File: src/rtl/cpu_pkg.sv
// ============================================================================
// cpu_pkg : shared types and default widths for the fetch/sequencing logic
// Rev 1.0 : initial release
// ============================================================================
`default_nettype none

package cpu_pkg;

    localparam int          PC_W       = 16;
    localparam int          TGT_W      = 8;
    localparam int          CNT_W      = 16;
    localparam logic [15:0] START_ADDR = 16'h0000;

    typedef enum logic [1:0] {
        IDLE  = 2'd0,
        RUN   = 2'd1,
        FLUSH = 2'd2,
        HALT  = 2'd3
    } pcseq_state_t;

endpackage

`default_nettype wire

File: src/rtl/pc_sequencer_if.sv
// ============================================================================
// pc_sequencer_if : control/status bundle between the harness and the sequencer
// Optional ports under PC_SEQ_BRANCH_STATS_EN. Rev 1.0 : initial release
// ============================================================================
`default_nettype none

interface pc_sequencer_if #(
    parameter int PC_W  = cpu_pkg::PC_W,
    parameter int TGT_W = cpu_pkg::TGT_W,
    parameter int CNT_W = cpu_pkg::CNT_W
);

    logic             start;
    logic             stall;
    logic             beq;
    logic             blt;
    logic             equal;
    logic             lessthan;
    logic [TGT_W-1:0] target;
    logic             halt;
    logic [PC_W-1:0]  pc_out;
    logic             fetch_en;
    logic             flush;
    logic             busy;
    logic             done;
    logic [CNT_W-1:0] cycle_count;
`ifdef PC_SEQ_BRANCH_STATS_EN
    logic [CNT_W-1:0] taken_count;
    logic [PC_W-1:0]  last_target;
`endif

    modport master (
`ifdef PC_SEQ_BRANCH_STATS_EN
        input  taken_count, last_target,
`endif
        output start, stall, beq, blt, equal, lessthan, target, halt,
        input  pc_out, fetch_en, flush, busy, done, cycle_count
    );

    modport slave (
`ifdef PC_SEQ_BRANCH_STATS_EN
        output taken_count, last_target,
`endif
        input  start, stall, beq, blt, equal, lessthan, target, halt,
        output pc_out, fetch_en, flush, busy, done, cycle_count
    );

endinterface

`default_nettype wire

File: src/rtl/pc_sequencer_branch_decide.sv
// ============================================================================
// branch_decide : combinational branch-taken resolution from opcode/ALU flags
// Rev 1.0 : initial release
// ============================================================================
`default_nettype none

module branch_decide (
    input  wire logic beq,
    input  wire logic blt,
    input  wire logic equal,
    input  wire logic lessthan,
    output logic      taken
);

    // beq together with blt is the unconditional-jump encoding
    assign taken = (beq && blt) || (beq && equal) || (blt && lessthan);

endmodule

`default_nettype wire

File: src/rtl/pc_sequencer.sv
// ============================================================================
// pc_sequencer : program counter, fetch enable, branch flush and cycle count
// Optional branch statistics under PC_SEQ_BRANCH_STATS_EN. Rev 1.0
// ============================================================================
`default_nettype none

module pc_sequencer #(
    parameter int              PC_W       = cpu_pkg::PC_W,
    parameter int              TGT_W      = cpu_pkg::TGT_W,
    parameter int              CNT_W      = cpu_pkg::CNT_W,
    parameter logic [PC_W-1:0] START_ADDR = PC_W'(cpu_pkg::START_ADDR)
) (
    input  wire logic      clk,
    input  wire logic      reset_n,
    pc_sequencer_if.slave  bus
);

    import cpu_pkg::pcseq_state_t;
    import cpu_pkg::IDLE;
    import cpu_pkg::RUN;
    import cpu_pkg::FLUSH;
    import cpu_pkg::HALT;

    pcseq_state_t     state_q, state_d;
    logic [PC_W-1:0]  pc_q, pc_d;
    logic             fetch_en_q, fetch_en_d;
    logic             flush_q, flush_d;
    logic             busy_q, busy_d;
    logic             done_q, done_d;
    logic [CNT_W-1:0] cnt_q, cnt_d;
`ifdef PC_SEQ_BRANCH_STATS_EN
    logic [CNT_W-1:0] taken_cnt_q, taken_cnt_d;
    logic [PC_W-1:0]  last_tgt_q, last_tgt_d;
`endif

    logic             taken_raw;
    logic             taken_acc;
    logic [PC_W-1:0]  tgt_ext;
    logic [CNT_W-1:0] cnt_inc;

    branch_decide u_branch_decide (
        .beq      (bus.beq),
        .blt      (bus.blt),
        .equal    (bus.equal),
        .lessthan (bus.lessthan),
        .taken    (taken_raw)
    );

    assign taken_acc = (state_q == RUN) && !bus.stall && !bus.halt && taken_raw;
    assign tgt_ext   = {{(PC_W-TGT_W){1'b0}}, bus.target};
    assign cnt_inc   = (cnt_q == {CNT_W{1'b1}}) ? cnt_q : cnt_q + CNT_W'(1);

    always_ff @(posedge clk or negedge reset_n) begin
        if (!reset_n) begin
            state_q <= IDLE;
        end else begin
            state_q <= state_d;
        end
    end

    always_comb begin
        state_d = state_q;
        case (state_q)
            IDLE: begin
                if (bus.start) state_d = RUN;
            end
            RUN: begin
                if (bus.stall)      state_d = RUN;
                else if (bus.halt)  state_d = HALT;
                else if (taken_raw) state_d = FLUSH;
                else                state_d = RUN;
            end
            FLUSH: begin
                // a stalled bubble keeps squashing until it can advance
                if (!bus.stall) state_d = RUN;
            end
            HALT: begin
                if (bus.start) state_d = RUN;
            end
            default: state_d = IDLE;
        endcase
    end

    always_comb begin
        pc_d       = pc_q;
        cnt_d      = cnt_q;
        fetch_en_d = 1'b0;
        flush_d    = 1'b0;
        busy_d     = (state_d == RUN) || (state_d == FLUSH);
        done_d     = (state_d == HALT);
`ifdef PC_SEQ_BRANCH_STATS_EN
        taken_cnt_d = taken_cnt_q;
        last_tgt_d  = last_tgt_q;
`endif
        case (state_q)
            IDLE, HALT: begin
                if (bus.start) begin
                    pc_d       = START_ADDR;
                    cnt_d      = '0;
                    fetch_en_d = 1'b1;
`ifdef PC_SEQ_BRANCH_STATS_EN
                    taken_cnt_d = '0;
`endif
                end
            end
            RUN: begin
                cnt_d = cnt_inc;
                if (bus.stall) begin
                    fetch_en_d = 1'b0;
                end else if (bus.halt) begin
                    fetch_en_d = 1'b0;
                end else if (taken_raw) begin
                    pc_d       = tgt_ext;
                    flush_d    = 1'b1;
                    fetch_en_d = 1'b1;
                end else begin
                    pc_d       = pc_q + PC_W'(1);
                    fetch_en_d = 1'b1;
                end
            end
            FLUSH: begin
                cnt_d = cnt_inc;
                if (bus.stall) begin
                    flush_d = 1'b1;
                end else begin
                    pc_d       = pc_q + PC_W'(1);
                    fetch_en_d = 1'b1;
                end
            end
            default: begin
                pc_d = START_ADDR;
            end
        endcase
`ifdef PC_SEQ_BRANCH_STATS_EN
        if (taken_acc) begin
            last_tgt_d = tgt_ext;
            if (taken_cnt_q != {CNT_W{1'b1}}) taken_cnt_d = taken_cnt_q + CNT_W'(1);
        end
`endif
    end

    always_ff @(posedge clk or negedge reset_n) begin
        if (!reset_n) begin
            pc_q       <= START_ADDR;
            fetch_en_q <= 1'b0;
            flush_q    <= 1'b0;
            busy_q     <= 1'b0;
            done_q     <= 1'b0;
            cnt_q      <= '0;
        end else begin
            pc_q       <= pc_d;
            fetch_en_q <= fetch_en_d;
            flush_q    <= flush_d;
            busy_q     <= busy_d;
            done_q     <= done_d;
            cnt_q      <= cnt_d;
        end
    end

`ifdef PC_SEQ_BRANCH_STATS_EN
    always_ff @(posedge clk or negedge reset_n) begin
        if (!reset_n) begin
            taken_cnt_q <= '0;
            last_tgt_q  <= START_ADDR;
        end else begin
            taken_cnt_q <= taken_cnt_d;
            last_tgt_q  <= last_tgt_d;
        end
    end

    assign bus.taken_count = taken_cnt_q;
    assign bus.last_target = last_tgt_q;
`else
    logic unused_taken_acc;
    assign unused_taken_acc = taken_acc;
`endif

    assign bus.pc_out      = pc_q;
    assign bus.fetch_en    = fetch_en_q;
    assign bus.flush       = flush_q;
    assign bus.busy        = busy_q;
    assign bus.done        = done_q;
    assign bus.cycle_count = cnt_q;

endmodule

`default_nettype wire

File: src/flat_wrapper.sv
// flat-port wrapper written by rule: the top's interface ports become plain ports
module pc_sequencer_flat import cpu_pkg::pcseq_state_t; import cpu_pkg::IDLE; import cpu_pkg::RUN; import cpu_pkg::FLUSH; import cpu_pkg::HALT;
#(
    parameter int              PC_W       = cpu_pkg::PC_W,
    parameter int              TGT_W      = cpu_pkg::TGT_W,
    parameter int              CNT_W      = cpu_pkg::CNT_W,
    parameter logic [PC_W-1:0] START_ADDR = PC_W'(cpu_pkg::START_ADDR)
)
  (clk, reset_n, bus_start, bus_stall, bus_beq, bus_blt, bus_equal, bus_lessthan, bus_target, bus_halt, bus_pc_out, bus_fetch_en, bus_flush, bus_busy, bus_done, bus_cycle_count);
  pc_sequencer_if #(.PC_W(PC_W), .TGT_W(TGT_W), .CNT_W(CNT_W)) bus_i ();
  input  wire logic clk;
  input  wire logic reset_n;
  input wire logic [$bits(bus_i.start)-1:0] bus_start;
  input wire logic [$bits(bus_i.stall)-1:0] bus_stall;
  input wire logic [$bits(bus_i.beq)-1:0] bus_beq;
  input wire logic [$bits(bus_i.blt)-1:0] bus_blt;
  input wire logic [$bits(bus_i.equal)-1:0] bus_equal;
  input wire logic [$bits(bus_i.lessthan)-1:0] bus_lessthan;
  input wire logic [$bits(bus_i.target)-1:0] bus_target;
  input wire logic [$bits(bus_i.halt)-1:0] bus_halt;
  output wire logic [$bits(bus_i.pc_out)-1:0] bus_pc_out;
  output wire logic [$bits(bus_i.fetch_en)-1:0] bus_fetch_en;
  output wire logic [$bits(bus_i.flush)-1:0] bus_flush;
  output wire logic [$bits(bus_i.busy)-1:0] bus_busy;
  output wire logic [$bits(bus_i.done)-1:0] bus_done;
  output wire logic [$bits(bus_i.cycle_count)-1:0] bus_cycle_count;
  assign bus_i.start = bus_start;
  assign bus_i.stall = bus_stall;
  assign bus_i.beq = bus_beq;
  assign bus_i.blt = bus_blt;
  assign bus_i.equal = bus_equal;
  assign bus_i.lessthan = bus_lessthan;
  assign bus_i.target = bus_target;
  assign bus_i.halt = bus_halt;
  assign bus_pc_out = bus_i.pc_out;
  assign bus_fetch_en = bus_i.fetch_en;
  assign bus_flush = bus_i.flush;
  assign bus_busy = bus_i.busy;
  assign bus_done = bus_i.done;
  assign bus_cycle_count = bus_i.cycle_count;
  pc_sequencer #(.PC_W(PC_W), .TGT_W(TGT_W), .CNT_W(CNT_W), .START_ADDR(START_ADDR)) u_core (.clk(clk), .reset_n(reset_n), .bus(bus_i));
endmodule
File: config.mk
export PLATFORM = sky130hd
export DESIGN_NAME = pc_sequencer_flat
export DESIGN_NICKNAME = d
export VERILOG_FILES = /design/src/rtl/cpu_pkg.sv /design/src/rtl/pc_sequencer_if.sv /design/src/rtl/pc_sequencer_branch_decide.sv /design/src/rtl/pc_sequencer.sv /design/src/flat_wrapper.sv
export SDC_FILE = /design/constraint.sdc
export NUM_CORES = 1
export LEC_CHECK = 0
export BUFFER_PORTS_ARGS = -buffer_cell sky130_fd_sc_hd__buf_4
export CAP_MARGIN = 20
export CORE_ASPECT_RATIO = 1.75
export CORE_MARGIN = 2
export CORE_UTILIZATION = 57
export DETAILED_ROUTE_END_ITERATION = 8
export GPL_ROUTABILITY_DRIVEN = 0
export PLACE_DENSITY = 0.89
export SLEW_MARGIN = 10
export SYNTH_ARGS = -nofsm -noshare
export SYNTH_HDL_FRONTEND = slang
export SYNTH_SLANG_ARGS = --single-unit
File: constraint.sdc
create_clock -name clk -period 3.75 [get_ports clk]
set_clock_uncertainty 0.05 [all_clocks]
set_input_delay 0.75 -clock clk [delete_from_list [all_inputs] [get_ports clk]]
set_output_delay 0.75 -clock clk [all_outputs]
set_load 0.02 [all_outputs]
; Word level (Yosys, flattened, before mapping)
; Cells that the tools add are included.
[totals]
n_memories = 0
out_inout_bits = 36
latchBits = 0
reg_bits = 38
inputBits = 17
mem_bits_rw = 0
mem_bits_ro = 0
[op_classes]
n_reduce_logical = 11
n_mul = 0
muxes = 24
eq_ne = 12
n_shift = 0
div_mod_pow = 0
order_cmp = 0
add_sub_neg = 2
bitwise_logic = 0
[op_table]
columns = op, count
row1 = $mux 16, 6
row2 = $pmux 16 s3, 1
row3 = $add 16x1->16 const B, 2
row4 = $pmux 16 s2, 1
row5 = $eq 16x16->1 const B, 1
row6 = $mux 2, 5
row7 = $eq 2x2->1 const B, 4
row8 = $mux 1, 8
row9 = $ne 2x2->1 const B, 4
row10 = $pmux 2 s3, 1
row11 = $eq 2x1->1 const B, 2
row12 = $reduce_and 4->1, 1
row13 = $reduce_or 2->1, 2
row14 = $logic_and 1x1->1, 3
row15 = $logic_or 1x1->1, 3
row16 = $pmux 1 s3, 1
row17 = $logic_not 2->1, 1
row18 = $ne 2x1->1 const B, 1
row19 = $pmux 1 s2, 1
row20 = $reduce_and 2->1, 1

; Depth between registers and ports, before layout
; Gate-level depths: netlist (run 1).
[depth]
word_depth = 9
depth_mapped = 8
mapped_depth_nobuf = 7

; Cells and area by module
; From an unflattened synthesis (run 1), not the netlist that was laid out.
[unflattened]
cells_unflattened = 247
hier_area_um2 = 2215.9
[by_module_without_submodules]
columns = mod, cells_per_inst, seq_area_each_um2, instances, area_each_um2
row1 = pc_sequencer, 244, 950.9, 1, 2203.4
row2 = branch_decide, 3, 0.0, 1, 12.5

; Worst setup path before layout (run 1)
; OpenSTA, ideal clock, no wires.
[synth_path]
kind = input port to flip-flop
from = input port bus_start
to = register u_core.pc_q[9], in the netlist u_core.bus.pc_out[9]
cell_stages = 6
setup_ps = 78
arrival_time_ps = 1899
slack_ps = 1723
required_ps = 3622
path_buffers = 2
path_cell_list = nand2b_1 -> buf_4 -> o2111ai_2 -> buf_2 -> or4_1 -> a21oi_1
[synth_between]
elab_chain_cells = 2
[synth_rtl]
columns = item, line_no
row1 = "start, declared", flat_wrapper.sv:13  ; input wire logic [$bits(bus_i.start)-1:0] bus_start;
row2 = $ne 2x1->1 (no line), -
row3 = $reduce_and 4->1 (no line), -
row4 = "end signal, assigned", pc_sequencer.sv:151  ; pc_q <= pc_d;
row5 = "end, declared", pc_sequencer.sv:25  ; logic [PC_W-1:0] pc_q, pc_d;
; Every way passes these cells.
; A chain may end at the register's enable or synchronous reset.

; Worst setup path after layout (run 1)
[layout_path]
from = register u_core.state_q[0]
to = register u_core.pc_q[4], in the netlist u_core.bus.pc_out[4]
[layout_between]
elab_chain_cells = 4
elab_cells_between_ends = 11
classes_between = eq/ne: 7 / mux: 1 / reduce/logical: 3
[layout_rtl]
columns = item, line_no
row1 = "start, declared", pc_sequencer.sv:24  ; pcseq_state_t state_q, state_d;
row2 = "start signal, assigned", pc_sequencer.sv:57  ; state_q <= state_d;
row3 = $eq 2x2->1 or $logic_not 2->1 (tied branches), pc_sequencer.sv:95  ; case (state_q)
row4 = $reduce_or 2->1 (no line), -
row5 = $ne 2x1->1 (no line), -
row6 = $reduce_and 4->1 (no line), -
; Parallel ways exist; a longest one is shown, timed or not.

==> impl_metrics.toml, run 1 <==
[run_status]
status = "finished clean"

[synth]
synth.distinct_cells = 47
ys.flop_type = "dfrtp_1"
netlist_area_um2 = 2200
ys_async_sr_fraction_pct = 100
syn_nets = 260
synthTopCellsByArea = "dfrtp_1 43%, nand2_1 4.3%, o21ai_0 3.4%"
synth_top_area_share_pct = 43.2
yosysWarnings = 0
netlist_instances = 238
synth-seq-area-share_pct = 43.2
synth-edff-count = 0
post_synth.cell_area_avg_um2 = 9.25
synth_top_cell_by_area = "dfrtp_1"
ys_seq_elements = 38

[floorplanning]
coreArea_um2 = 3660
io_pins = 53
die_area_um2 = 4390
die_w_um = 51.0
rows = 29
start_util_pct = 60.1
die-height_um = 86.2

[layout]
final_area_um2 = 2690
diodes = 0
final_common_cell = "buf_4"
final.fill_count = 295
drive_above_1_share_pct = 22.5
nNetsFinal = 311
area_delta_synth_final_pct = 22.0
fin_util_pct = 73.3
final_cell_mix = "52 x buf_4, 38 x dfrtp_1, 25 x nand2_1"

[grt]
use_met2_pct = 46.0
grt_max_degree = 39
grt.busiest_layer = "met2"
grt-ovfl-total = 0
grt_use_met1_pct = 28.5
antenna_found_initial = 0
grt_usage_pct = 25.4
grt_pass1_wl_um = 8730
gr-usage-met3_pct = 3.62
grt_pass1_vias = 2037

[detailed_routing]
routedWlPerCell_um = 15.4
drtIter0Drc = 69
totalWireLength_um = 5150
ant_nets = 0
vias = 2146
drc = 0
first_pass_iters = 4
vias_per_cell = 6.41

[timing]
layout_min_cycle_time_ns = 2.62
fin_setup_tns_ns = 0
setup_viol = 0
slew_headroom_pct = 31.5
worst_pin_slew_ns = 1.03
fin_crit_sh_pct = 70.0
rsz0062_at_grt = "false"
clock.fmax_mhz = 381
hold_violations = 0
finalMaxSlewViolations = 0

[place]
post_dp_cell_area_um2 = 2610
dp_hpwl_um = 3740
portBuffers = 52

[worst_setup_path]
cp_slowest_cell = "a32oi_1"
crit_path_end_kind = "flip-flop"
timing.critical_path.mode_cell = "inv_1"
rrSetupSlack_ns = 1.13
critPathLaunchType = "flip-flop"
arrival_ns = 2.75
reg2reg_from = "u_core.state_q[0]"
slowest_delay_ns = 0.80
required_ns = 3.88
r2r-end = "u_core.bus.pc_out[4]"
critPathMaxFanout = 14
path_class = "reg -> reg"
path_cells = "inv_1, ha_1, inv_1, a32oi_1, o21ai_0, a221o_1"
rr_worst_depth = 6

[clocking]
cts.clk_slew.worst_paths_ns = 0.07
root_buffer = "clkbuf_8"
clk-insertion-delay-late_ns = 0.29
cts.sinks = 38
cts_tree = "yes"
hold_buffers = 0
cts_setup_buffers = 0
cts.repair.resized = 0
cts_inserted_buffers = 5
cts_buffer_depth = 2
htree_levels = 2

[power]
ir_drop_mv = 0.467
leakage_nw = 1.18
power_w = 0.00151
power_density_nw_per_um2 = 562

[flow_run]
max_cap_viol_count = 0

[worst_hold_path]
hp-class = "in -> async"
-- report_power, final --
group	leakage, nW	switching (W)	internal (W)
Clock	0.0438	0.000142	0.000125
Combinational	0.625	0.000408	0.000250
Sequential	0.514	0.0000981	0.000486
-- flip-flops by register name (all words and copies together) (netlist names) --
| signal | flops |
|---|---|
| u_core.bus.busy | 1 |
| u_core.bus.pc_out | 16 |
| u_core.state_q | 2 |
| u_core.bus.flush | 1 |
| u_core.bus.done | 1 |
| u_core.bus.fetch_en | 1 |
| u_core.bus.cycle_count | 16 |
-- cells in the mapped netlist, drive strengths merged (3+ instances only) --
library cell,count
a211o,3
a211oi,7
a21oi,15
a221o,3
a31oi,3
and2,7
and3,7
buf,7
dfrtp,38
ha,5
inv,8
nand2,25
nand2b,5
nand3,11
nand4,5
nor2,7
nor2b,3
nor3,8
nor4b,4
o211ai,3
o21a,4
o21ai,18
o31ai,10
or3,4
or4,9
-- how the worst max path moves through the flow --
stage / cells after the start / startpoint / slack (ns) / endpoint
6_report: 6 / u_core.state_q[0] / 1.13 / u_core.bus.pc_out[4]
5_1_grt: 6 / u_core.state_q[0] / 0.98 / u_core.bus.pc_out[3]
4_1_cts: 6 / u_core.state_q[0] / 1.18 / u_core.bus.pc_out[4]
3_5_place_dp: 6 / u_core.state_q[0] / 1.21 / u_core.bus.pc_out[4]
3_3_place_gp: 5 / bus_beq / 1.27 / u_core.bus.pc_out[3]
2_1_floorplan: 6 / bus_start / 1.72 / u_core.bus.pc_out[9]
-- cells by family (layout without fill, tap and decap cells) --
group | count (synthesis) | count (layout) | synth area share (%)
buffers and inverters | 16 | 67 | 3.30
AND/OR/NAND/NOR | 100 | 100 | 25.6
multiplexers | 1 | 1 | 0.455
flip-flops | 38 | 38 | 43.2
adder cells (fa/ha/maj) | 5 | 5 | 2.84
AO/OA/AOI/OAI | 78 | 78 | 24.6
-- routing by layer --
layer	part of all wire, %	wire length [um]
met5	0	0
met4	1.8	91
met3	4.4	228
met2	54	2810
met1	39	2020
-- per-stage QoR --
stage | cells | setup slack, ns | hold WS, ns
finish | 335 | 1.13 | 0.369
global route | 335 | 0.977 | 0.402
CTS | 335 | 1.18 | 0.380
detailed placement | 328 | 1.21 | 0.502
global placement | 328 | 1.27 | 0.482
floorplan | 238 | 1.72 | 0.404
-- critical path, delay by kind of cell, from the launching register on --
kind	cells	cell delay (ns)
adders and majority gates	1	0.50
buffers and inverters	2	0.21
AOI/OAI and AO/OA	3	1.37
DFF	1	0.39
-- cell type report --
cell class                 count  area, um^2  share of cell area, %
multi-input combinational    184        1180                   43.8
sequential                    38         951                   35.4
timing repair buffer          52         390                   14.5
clock buffer                   5        68.8                   2.56
tap                           46        57.6                   2.14
inverter                       8        30.0                   1.12
clock inverter                 2        10.0                  0.373
(Power assumes the default switching activity.)
==> inputs of run 2 (changes only) <==
- ABC_AREA: unset -> 1
- CORE_UTILIZATION: 57 -> 49
- PLACE_DENSITY: 0.89 -> 0.81
- clock period: 3.75 -> 2.2 ns (I/O delays scaled with it)
==> impl_metrics.toml, run 2 <==
[timing]
fin_crit_sh_pct = 87.7
fin_setup_tns_ns = 0
setup_viol = 0
slew_headroom_pct = 68.1
clock.fmax_mhz = 519
finalMaxSlewViolations = 0
worst_pin_slew_ns = 0.479
layout_min_cycle_time_ns = 1.93
timing.hold.ws_ns = 0.0515
hold_violations = 0
rsz0062_at_grt = "false"

[run_status]
status = "finished clean"

[floorplanning]
die_w_um = 56.5
coreArea_um2 = 4670
rows = 33
die_area_um2 = 5420
io_pins = 53
start_util_pct = 50.7
die-height_um = 95.9

[detailed_routing]
ant_nets = 0
first_pass_iters = 4
vias = 2312
routedWlPerCell_um = 13.7
drc = 0
vias_per_cell = 5.30
totalWireLength_um = 5960
drtIter0Drc = 188

[layout]
final_cell_mix = "100 x nand2_1, 55 x buf_4, 40 x nor2_1"
final.fill_count = 424
drive_above_1_share_pct = 22.1
final_area_um2 = 2910
nNetsFinal = 405
final_common_cell = "nand2_1"
area_delta_synth_final_pct = 22.9
diodes = 0

[clocking]
cts.repair.resized = 0
cts.sinks = 38
root_buffer = "clkbuf_8"
clk-insertion-delay-late_ns = 0.30
cts_tree = "yes"
cts_buffer_depth = 2
hold_buffers = 0
cts_setup_buffers = 0
cts_inserted_buffers = 5
cts.clk_slew.worst_paths_ns = 0.08
htree_levels = 2

[power]
power_frac_comb_pct = 47.4
p_sw_w = 0.00130
sequentialPowerShare_pct = 35.1
clock_power_share_pct = 17.5
power.internal_w = 0.00157
ir_drop_mv = 0.629
sw_frac_of_total_pct = 45.2
leakage_nw = 1.53
power_density_nw_per_um2 = 990

[synth]
post_synth.cell_area_avg_um2 = 7.27
synth-seq-area-share_pct = 40.2
yosysWarnings = 0
synth_top_cell_by_area = "dfrtp_1"
synthTopCellsByCount = "100 x nand2_1, 40 x nor2_1, 38 x dfrtp_1, 36 x inv_1, 33 x nand3_1"
syn_nets = 347
synthTopCellsByArea = "dfrtp_1 40%, nand2_1 16%, nand3_1 7.0%"
netlist_area_um2 = 2360
ys_async_sr_fraction_pct = 100
netlist_instances = 325
synth.distinct_cells = 31
ys_seq_elements = 38
synth_top_area_share_pct = 40.2
synth-edff-count = 0
ys.flop_type = "dfrtp_1"
synth.most_common_cell = "nand2_1"

[grt]
grt_pass1_vias = 2258
grt_usage_pct = 23.9
grt-ovfl-total = 0
grt_max_degree = 39
grt_pass1_wl_um = 10200
antenna_found_initial = 0

[worst_setup_path]
timing.critical_path.mode_cell = "nand2_1"
crit_path_end_kind = "flip-flop"
arrival_ns = 2.05
critPathLaunchType = "flip-flop"
cp_slowest_cell = "ha_1"
required_ns = 2.33
path_delay_family = "simple AND/OR/NAND/NOR gates"
critical_path_buf_inv_count = 3
critPathMaxFanout = 19
path_cells = "inv_1, ha_1, buf_4, nor2_1, nand2_1, nand3b_4, nand2_8, inv_2, nand2_1, o21ai_0"
slowest_delay_ns = 0.40
path_class = "reg -> reg"

[flow_run]
max_cap_viol_count = 0

[place]
dp_hpwl_um = 4600
portBuffers = 52
post_dp_cell_area_um2 = 2810

[worst_hold_path]
hp-class = "in -> async"
[run 2: changes by cell type in the layout (fill, tap and decap cells not counted), moves of 10 or more]
cell / before / now
a21oi_1: 14 / 3
inv_1: 8 / 36
nand2_1: 25 / 100
nand3_1: 11 / 33
nor2_1: 7 / 40
o31ai_1: 10 / 0
xor2_1: 0 / 11
[run 2: path summary, 6_finish.rpt]
check / startpoint / end / slack (ns) / cells after the start
min reg2reg: u_core.bus.cycle_count[15] / u_core.bus.cycle_count[15] / 0.49 / 2
max reg2reg: u_core.state_q[0] / u_core.bus.cycle_count[3] / 0.27 / 10
min in group clk: bus_target[5] / u_core.bus.pc_out[5] / 0.31 / 3
max in group asynchronous: reset_n / u_core.bus.cycle_count[10] / 1.71 / 1
max: u_core.state_q[0] / u_core.bus.cycle_count[3] / 0.27 / 10
min: reset_n / u_core.bus.pc_out[13] / 0.05 / 1
[run 2: metal layers]
layer / track usage, % / share of wire (%) / vias up
met5: 0 / 0 / -
met4: 13.1 / 3.2 / 0
met3: 3.23 / 4.4 / 17
met2: 45.3 / 56 / 77
met1: 25.0 / 37 / 1072
li1: - / - / 1146
[run 2: power groups by stage]
| stage | Combinational (W) | Clock (W) | Sequential (W) |
|---|---|---|---|
| finish | 0.00136 | 0.000504 | 0.00101 |
| global route | 0.00151 | 0.000530 | 0.00103 |
| CTS | 0.00137 | 0.000511 | 0.00101 |
| detailed placement | 0.00136 | 0 | 0.00102 |
| global placement | 0.00133 | 0 | 0.00101 |
| floorplan | 0.000761 | 0 | 0.00114 |
[run 2: cell families after synthesis]
| group | count (synthesis) | synth area share [%] |
|---|---|---|
| fa+ha+maj | 5 | 2.65 |
| compound gates | 30 | 8.05 |
| buf+inv | 43 | 7.36 |
| flops | 38 | 40.2 |
| simple gates | 196 | 36.9 |
| xor+xnor | 13 | 4.82 |
[run 2: layout make-up]
class / count / area (um^2) / share of cell area, %
multi-input cells: 244 / 1240 / 42.6
well taps: 52 / 65.1 / 2.24
repair buffers: 55 / 413 / 14.2
clock inverters: 1 / 5.00 / 0.172
clock buffers: 7 / 86.3 / 2.97
inverters: 39 / 146 / 5.04
flip-flops and latches: 38 / 951 / 32.7
[run 2: worst reg2reg max path, cell delays in order (launching register included)]
cell	delay (ns)
dfrtp_1	0.38
inv_1	0.06
ha_1	0.40
buf_4	0.21
nor2_1	0.10
nand2_1	0.06
nand3b_4	0.19
nand2_8	0.15
inv_2	0.08
nand2_1	0.06
o21ai_0	0.07
[run 2: through the flow]
step	total power (W)	utilization (%)	setup WS [ns]	cells
2_1_floorplan	0.00190	-	0.524	325
3_3_place_gp	0.00234	60.3	0.339	428
3_5_place_dp	0.00238	60.3	0.281	428
4_1_cts	0.00288	62.3	0.271	436
5_1_grt	0.00307	62.3	0.0631	436
6_report	0.00288	62.3	0.271	436
